$ cat config.mk
export PLATFORM = sky130hd
export DESIGN_NAME = alu_sequencer
export DESIGN_NICKNAME = d
export VERILOG_FILES = /design/src/rtl/alu_sequencer.sv
export SDC_FILE = /design/constraint.sdc
export NUM_CORES = 1
export LEC_CHECK = 0
export BUFFER_PORTS_ARGS = -buffer_cell sky130_fd_sc_hd__buf_2
export CAP_MARGIN = 40
export CORE_MARGIN = 2
export CORE_UTILIZATION = 30
export CTS_CLUSTER_DIAMETER = 50
export DETAILED_ROUTE_END_ITERATION = 8
export PLACE_DENSITY = 0.59
export SYNTH_ARGS = -nofsm -noshare
export SYNTH_HDL_FRONTEND = slang
export SYNTH_SLANG_ARGS = --single-unit
$ cat constraint.sdc
create_clock -name clk -period 1.76 [get_ports clk]
set_input_delay 0.088 -clock clk [delete_from_list [all_inputs] [get_ports clk]]
set_output_delay 0.088 -clock clk [all_outputs]
set_load 0.05 [all_outputs]
$ cat src/rtl/alu_sequencer.sv
// alu_sequencer
//
// Command-driven controller that sequences an external 4-bit-operand /
// 8-bit-result ALU around an 8-bit accumulator.
//
// Single ALU commands run for one cycle. They use A = captured operand and
// B = acc[3:0], and the ALU result is written back to acc. CLEAR zeroes acc
// directly without going through the ALU. MUL multiplies the captured operand
// by acc[3:0] with a 4-step shift-add loop, using the ALU's add function.
//
// Ports:
//   clk        in   1  rising-edge clock
//   resetn     in   1  synchronous reset, active-low
//   start      in   1  command strobe, sampled only in IDLE
//   op         in   3  0-5 single ALU function, 6 MUL, 7 CLEAR
//   a_in       in   4  command operand, captured when start is accepted
//   alu_a      out  4  ALU operand A
//   alu_b      out  4  ALU operand B
//   alu_f      out  3  ALU function select
//   alu_result in   8  ALU combinational result
//   acc        out  8  accumulator (registered)
//   acc_zero   out  1  acc == 0
//   busy       out  1  high in EXEC and MUL
//   done       out  1  one-cycle completion pulse (DONE state)
module alu_sequencer #(
    parameter int MUL_STEPS = 4
) (
    input  logic       clk,
    input  logic       resetn,
    input  logic       start,
    input  logic [2:0] op,
    input  logic [3:0] a_in,
    output logic [3:0] alu_a,
    output logic [3:0] alu_b,
    output logic [2:0] alu_f,
    input  logic [7:0] alu_result,
    output logic [7:0] acc,
    output logic       acc_zero,
    output logic       busy,
    output logic       done
);

    localparam logic [2:0] OP_MUL   = 3'd6;
    localparam logic [2:0] OP_CLEAR = 3'd7;
    localparam logic [2:0] F_ADD    = 3'b010;
    localparam logic [2:0] F_IDLE   = 3'b111;
    localparam logic [1:0] CNT_LAST = 2'(MUL_STEPS - 1);

    typedef enum logic [1:0] {
        IDLE = 2'd0,
        EXEC = 2'd1,
        MUL  = 2'd2,
        DONE = 2'd3
    } state_t;

    state_t     state, state_nxt;
    logic [3:0] opa;
    logic [2:0] opr;
    logic [1:0] cnt;
    logic [3:0] mq;   // multiplier bits still to consume; product low bits shift in from the top
    logic [3:0] ph;   // running partial product, high nibble

    // State register and datapath registers
    always_ff @(posedge clk) begin
        if (!resetn) begin
            state <= IDLE;
            acc   <= 8'h00;
            opa   <= 4'h0;
            opr   <= 3'h0;
            cnt   <= 2'd0;
            mq    <= 4'h0;
            ph    <= 4'h0;
        end else begin
            state <= state_nxt;
            case (state)
                IDLE: begin
                    if (start) begin
                        opa <= a_in;
                        opr <= op;
                        if (op == OP_MUL) begin
                            mq  <= acc[3:0];
                            ph  <= 4'h0;
                            cnt <= 2'd0;
                        end
                    end
                end
                EXEC: begin
                    if (opr == OP_CLEAR)
                        acc <= 8'h00;
                    else if (opr != OP_MUL)
                        acc <= alu_result;
                end
                MUL: begin
                    // alu_result[4:0] is ph + (mq[0] ? opa : 0); bit 0 drops
                    // out as a finished product bit and the rest shifts down.
                    ph  <= alu_result[4:1];
                    mq  <= {alu_result[0], mq[3:1]};
                    cnt <= cnt + 2'd1;
                    if (cnt == CNT_LAST)
                        acc <= {alu_result[4:1], alu_result[0], mq[3:1]};
                end
                default: begin
                end
            endcase
        end
    end

    // Next-state and output decode
    always_comb begin
        state_nxt = state;
        alu_a     = 4'h0;
        alu_b     = 4'h0;
        alu_f     = F_IDLE;
        busy      = 1'b0;
        done      = 1'b0;

        case (state)
            IDLE: begin
                if (start)
                    state_nxt = (op == OP_MUL) ? MUL : EXEC;
            end
            EXEC: begin
                alu_a     = opa;
                alu_b     = acc[3:0];
                alu_f     = opr;
                busy      = 1'b1;
                state_nxt = DONE;
            end
            MUL: begin
                alu_a = ph;
                alu_b = mq[0] ? opa : 4'h0;
                alu_f = F_ADD;
                busy  = 1'b1;
                if (cnt == CNT_LAST)
                    state_nxt = DONE;
            end
            DONE: begin
                done      = 1'b1;
                state_nxt = IDLE;
            end
            default: state_nxt = IDLE;
        endcase

        // While reset is held the block must look idle to the ALU and the
        // user, regardless of the state it is about to leave.
        if (!resetn) begin
            alu_a = 4'h0;
            alu_b = 4'h0;
            alu_f = F_IDLE;
            busy  = 1'b0;
            done  = 1'b0;
        end
    end

    assign acc_zero = (acc == 8'h00);

endmodule

* Word level (Yosys, flattened, before mapping) *
Index checks and enable logic that the tools add are counted.

word-level totals
  register bits = 27
  input bits = 18
  output and inout bits = 22
  word-level logic and storage cells = 56

operators by class
  add/sub/neg operators = 1
  eq/ne operators = 11
  mux-type cells = 28
  reduce and logical (&&, ||, !) cells = 9

operators by type and width
  cell                   number
  $pmux W4 S2            4
  $mux W4                7
  $mux W8                3
  $pmux W8 S2            1
  $mux W2                5
  $logic_not A8 Y1       1
  $pmux W2 S4            1
  $eq A2 B2 Y1 const B   3
  $eq A3 B3 Y1 const B   2
  $ne A2 B2 Y1 const B   3
  $ne A3 B3 Y1 const B   2
  $pmux W3 S2            1
  $reduce_and A3 Y1      2
  $mux W1                4
  $pmux W2 S2            1
  $reduce_and A2 Y1      2
  $reduce_bool A2 Y1     2
  $mux W3                1
  $add A2 B1 Y2 const B  1
  $eq A2 B1 Y1 const B   1
  $logic_not A2 Y1       1
  $reduce_or A2 Y1       1

* Logic depth before layout (Yosys ltp) *
  word-level depth = 4
  gate-level depth with buffers = 6
  mapped depth without buffers = 5

* Least setup slack after synthesis *
OpenSTA, ideal clock, no wires.

  path type = register to output
  start = register state[1]
  end = output port alu_f[0]
  arrival = 1.734 ns
  data required time = 1.672 ns
  path slack = -0.062 ns
  cell stages (with the launch flop) = 6
  buffers on the path = 1
  path through = dfxtp_1 -> inv_1 -> ha_1 -> clkbuf_1 -> nor2b_1 -> o21ai_1

between the ends
  cells in the longest elaborated chain, start to end = 3
  elaborated cells on any way between the ends = 4
  classes of those cells = 2 x eq/ne; 2 x mux

RTL lines
  element                                              line  text
  start, declared                                      56    state_t state, state_nxt;
  start signal, assigned                               74    state <= state_nxt;
  $eq A2 B2 Y1 / $eq A2 B1 Y1 (equally long branches)  117   case (state)
  $pmux W3 S2 (*)                                      117
  $mux W3 (*)                                          146   if (!resetn) begin
  end, declared                                        35    output logic [2:0] alu_f,

Every way passes the cells marked *; elsewhere a longest branch is shown, timed or not.

* Final worst setup path *
  start = register state[1]
  end = output port alu_f[2]

Same word-level chain as after synthesis.

==> results by group <==
Worst setup path
  • Critical-path maximum fanout: 14
  • WP data required: 1.67 ns
  • Arr. time, crit path: 1.58 ns
  • Worst setup path category: flop to output pin
  • Reg2reg path depth: 6
  • Reg2reg setup slack: 0.24 ns
  • Crit. End Element: output pin
  • Startpoint Class: flop
  • Worst Setup EP: alu_f[2]
  • Worst Setup SP: state[1]
  • Reg2reg end: acc[6]
  • Worst reg2reg startpoint: state[1]

STA
  • Fmax: 599 MHz
  • Hold Vio Cnt, Final: 0
  • Setup TNS: 0 ns
  • Slew @ Worst Pin: 0.351 ns
  • Worst hold slack: 0.0566 ns
  • Final setup viols: 0
  • Tmin final: 1.67 ns
  • Slew Limit Headroom: 0.766
  • Final Max Slew Viols: 0
  • RSZ-0062 raised after global routing: no
  • Worst Clk Skew: 0.00583 ns
  • Final Cycle Share: 0.948

Layout
  • Fillers: 533
  • Nets: 240
  • Final instance area: 1990 um2
  • Share of cells above drive strength 1: 0.393
  • Diodes inserted: 0
  • Core Util, Final: 0.394
  • Final cell count without fillers: 284
  • Area delta synth->final: 27.9%

Drt
  • DRC Markers: 0
  • First DRT Iteration DRCs: 66
  • Final ANT Viol Nets: 0
  • Routed WL: 3890 um
  • Routed WL per cell: 13.7 um
  • Vias per inst: 4.97
  • DR pass1 iterations: 4
  • Vias: 1411

Floorplanning
  • Core area: 5040 um2
  • Die Ht: 75.9 um
  • Starting density of the core: 0.308
  • Die area: 5770 um2
  • IO Pins: 40
  • Core Rows: 26
  • Die X: 75.9 um

Global route
  • Grt total ovfl: 0
  • Initial antenna violation count: 0
  • Largest net degree at the start of global routing: 26
  • Vias in the first global route: 1317
  • GR Util All Layers: 0.139
  • First-pass GRT wire length: 6540 um

Clock network
  • Worst-Skew Late Latency: 0.28 ns
  • Clk buf depth: 2
  • Clock net sink count: 27
  • CTS Buf Count: 3
  • H-Tree Level Count: 1
  • Clk pin slew, worst setup/hold paths: 0.09 ns
  • Root Driver: clkbuf_8
  • Postcts setup bufs: 0
  • TritonCTS clock tree: done

Logic synthesis
  • Synth unique cells: 34
  • Register bit count reported by yosys: 27
  • Post-synth top area cell: dfxtp_1
  • Synthesized area per cell: 8.87 um2
  • Syn Nets: 200
  • Synth area leaders: dfxtp_1 35%, mux2i_1 7.1%, a211oi_2 6.4%
  • Synthesized area: 1550 um2
  • Top-area cell type share of the netlist area: 0.348
  • Synth warn: 0
  • Register area share after synthesis: 0.348
  • Syn Inst Count: 175

Placement
  • RePlAce Congestion: 0.794
  • Inst Count DP: 280
  • Post-DP Area: 1870 um2
  • # port buffers: 39
  • Post-DP HPWL: 2950 um

Hold path
  • Worst hold path startpoint: a_in[1]
  • Worst Hold Class: primary input to flop

Status
  • Status: completed

Pwr
  • Peak supply drop: 0.966 mV
  • Leakage: 0.890 nW
  • PwrDens: 1680 nW/um2

Job
  • Maxcap violations: 0
==> state kept, by name, summed over array words and instances, names as in the netlist <==
signal / flops
state: 2
opr: 3
cnt: 2
opa: 4
ph: 4
acc: 8
mq: 4
==> where the power goes <==
part | leakage, nW | total (mW) | switching, mW | internal [mW]
Clock | 0.0228 | 0.369 | 0.207 | 0.163
Sequential | 0.221 | 0.897 | 0.148 | 0.750
Combinational | 0.647 | 2.08 | 1.34 | 0.740
==> cells by family after synthesis <==
group                      count (synthesis)  synth area share
and+or+nand+nor                           60             0.202
adders and majority gates                  7            0.0564
DFF                                       27             0.348
buffers and inverters                     17            0.0532
muxes                                     16             0.110
AOI/OAI and AO/OA                         48             0.230
==> layer usage <==
metal	global-route usage	wire length, um	part of all wire
met5	0	0	0
met4	0.0491	59	0.015
met3	0.0167	154	0.040
met2	0.215	1720	0.44
met1	0.199	1950	0.50
==> through the flow <==
stage / worst slack (ns) / power [mW]
after floorplan: -0.0137 / 2.41
after detailed placement: 0.121 / 2.88
final: 0.0915 / 3.34
after CTS: 0.00153 / 3.30
after global routing: 0.0216 / 3.56
after global placement: 0.185 / 2.88
==> cell usage after synthesis <==
library cell,n
nand4b_4,1
a22oi_1,12
buf_2,6
a31oi_2,1
a32oi_1,4
nor2_1,9
nand4bb_1,1
o21ai_1,3
dfxtp_1,27
and2_1,1
mux2i_1,11
o21ai_0,2
nand3_1,12
clkbuf_1,3
inv_1,3
buf_1,1
nand4b_1,1
or4_1,2
a21oi_1,17
ha_1,7
buf_4,1
nand3b_1,1
and2b_1,1
nor2b_1,4
mux2_1,4
buf_6,1
and4b_1,1
and2_4,1
o311a_1,1
a211oi_2,8
nand2_1,24
mux2_4,1
or2_2,1
inv_2,2
==> layout by cell type (no fill, tap or decap), types with 2 or more instances in the layout <==
| cell type | count |
|---|---|
| or4_1 | 2 |
| a22oi_1 | 12 |
| buf_2 | 31 |
| a32oi_2 | 2 |
| inv_2 | 4 |
| nand2_1 | 23 |
| mux2i_1 | 11 |
| nand3_1 | 12 |
| o21ai_2 | 2 |
| a21oi_1 | 17 |
| dfxtp_1 | 26 |
| clkbuf_4 | 4 |
| a211oi_2 | 8 |
| o21ai_0 | 2 |
| buf_4 | 9 |
| nor2_2 | 7 |
| ha_2 | 3 |
| mux2_1 | 4 |
| clkbuf_8 | 3 |
| nor2b_1 | 4 |
| buf_6 | 2 |
| ha_1 | 3 |
| a32oi_1 | 2 |
| nor2_1 | 2 |
==> what timing repair did <==
| item | 4_1_cts | 5_1_grt |
|---|---|---|
| gates resized for setup | 9 | 13 |
| hold endpoints to repair | 0 | 0 |
| pin swaps | 0 | 1 |
| hold buffers | 0 | 0 |
| setup endpoints to repair | 12 | 13 |
==> critical path, cell delays in order, from the launching register on <==
cell	delay [ns]
dfxtp_1	0.33
inv_2	0.08
ha_2	0.20
buf_12	0.14
and2b_1	0.21
o21ai_2	0.14
buf_4	0.21
==> cell type report <==
cell class	count	area, um2	share of cell area
clock buffer	4	45.0	0.0227
inverter	5	18.8	0.00945
multi-input combinational	131	997	0.502
sequential	27	542	0.273
tap	70	87.6	0.0441
timing repair buffer	47	295	0.149
==> worst min path at each step <==
stage                     depth (start not counted)  endpoint
final                                             3    opa[1]
after global routing                              3    opa[1]
after CTS                                         3    opa[1]
after detailed placement                          3    opa[1]
after global placement                            3    opa[1]
after floorplan                                   2    opa[0]
No activity file was read; power rests on OpenSTA's default activity.
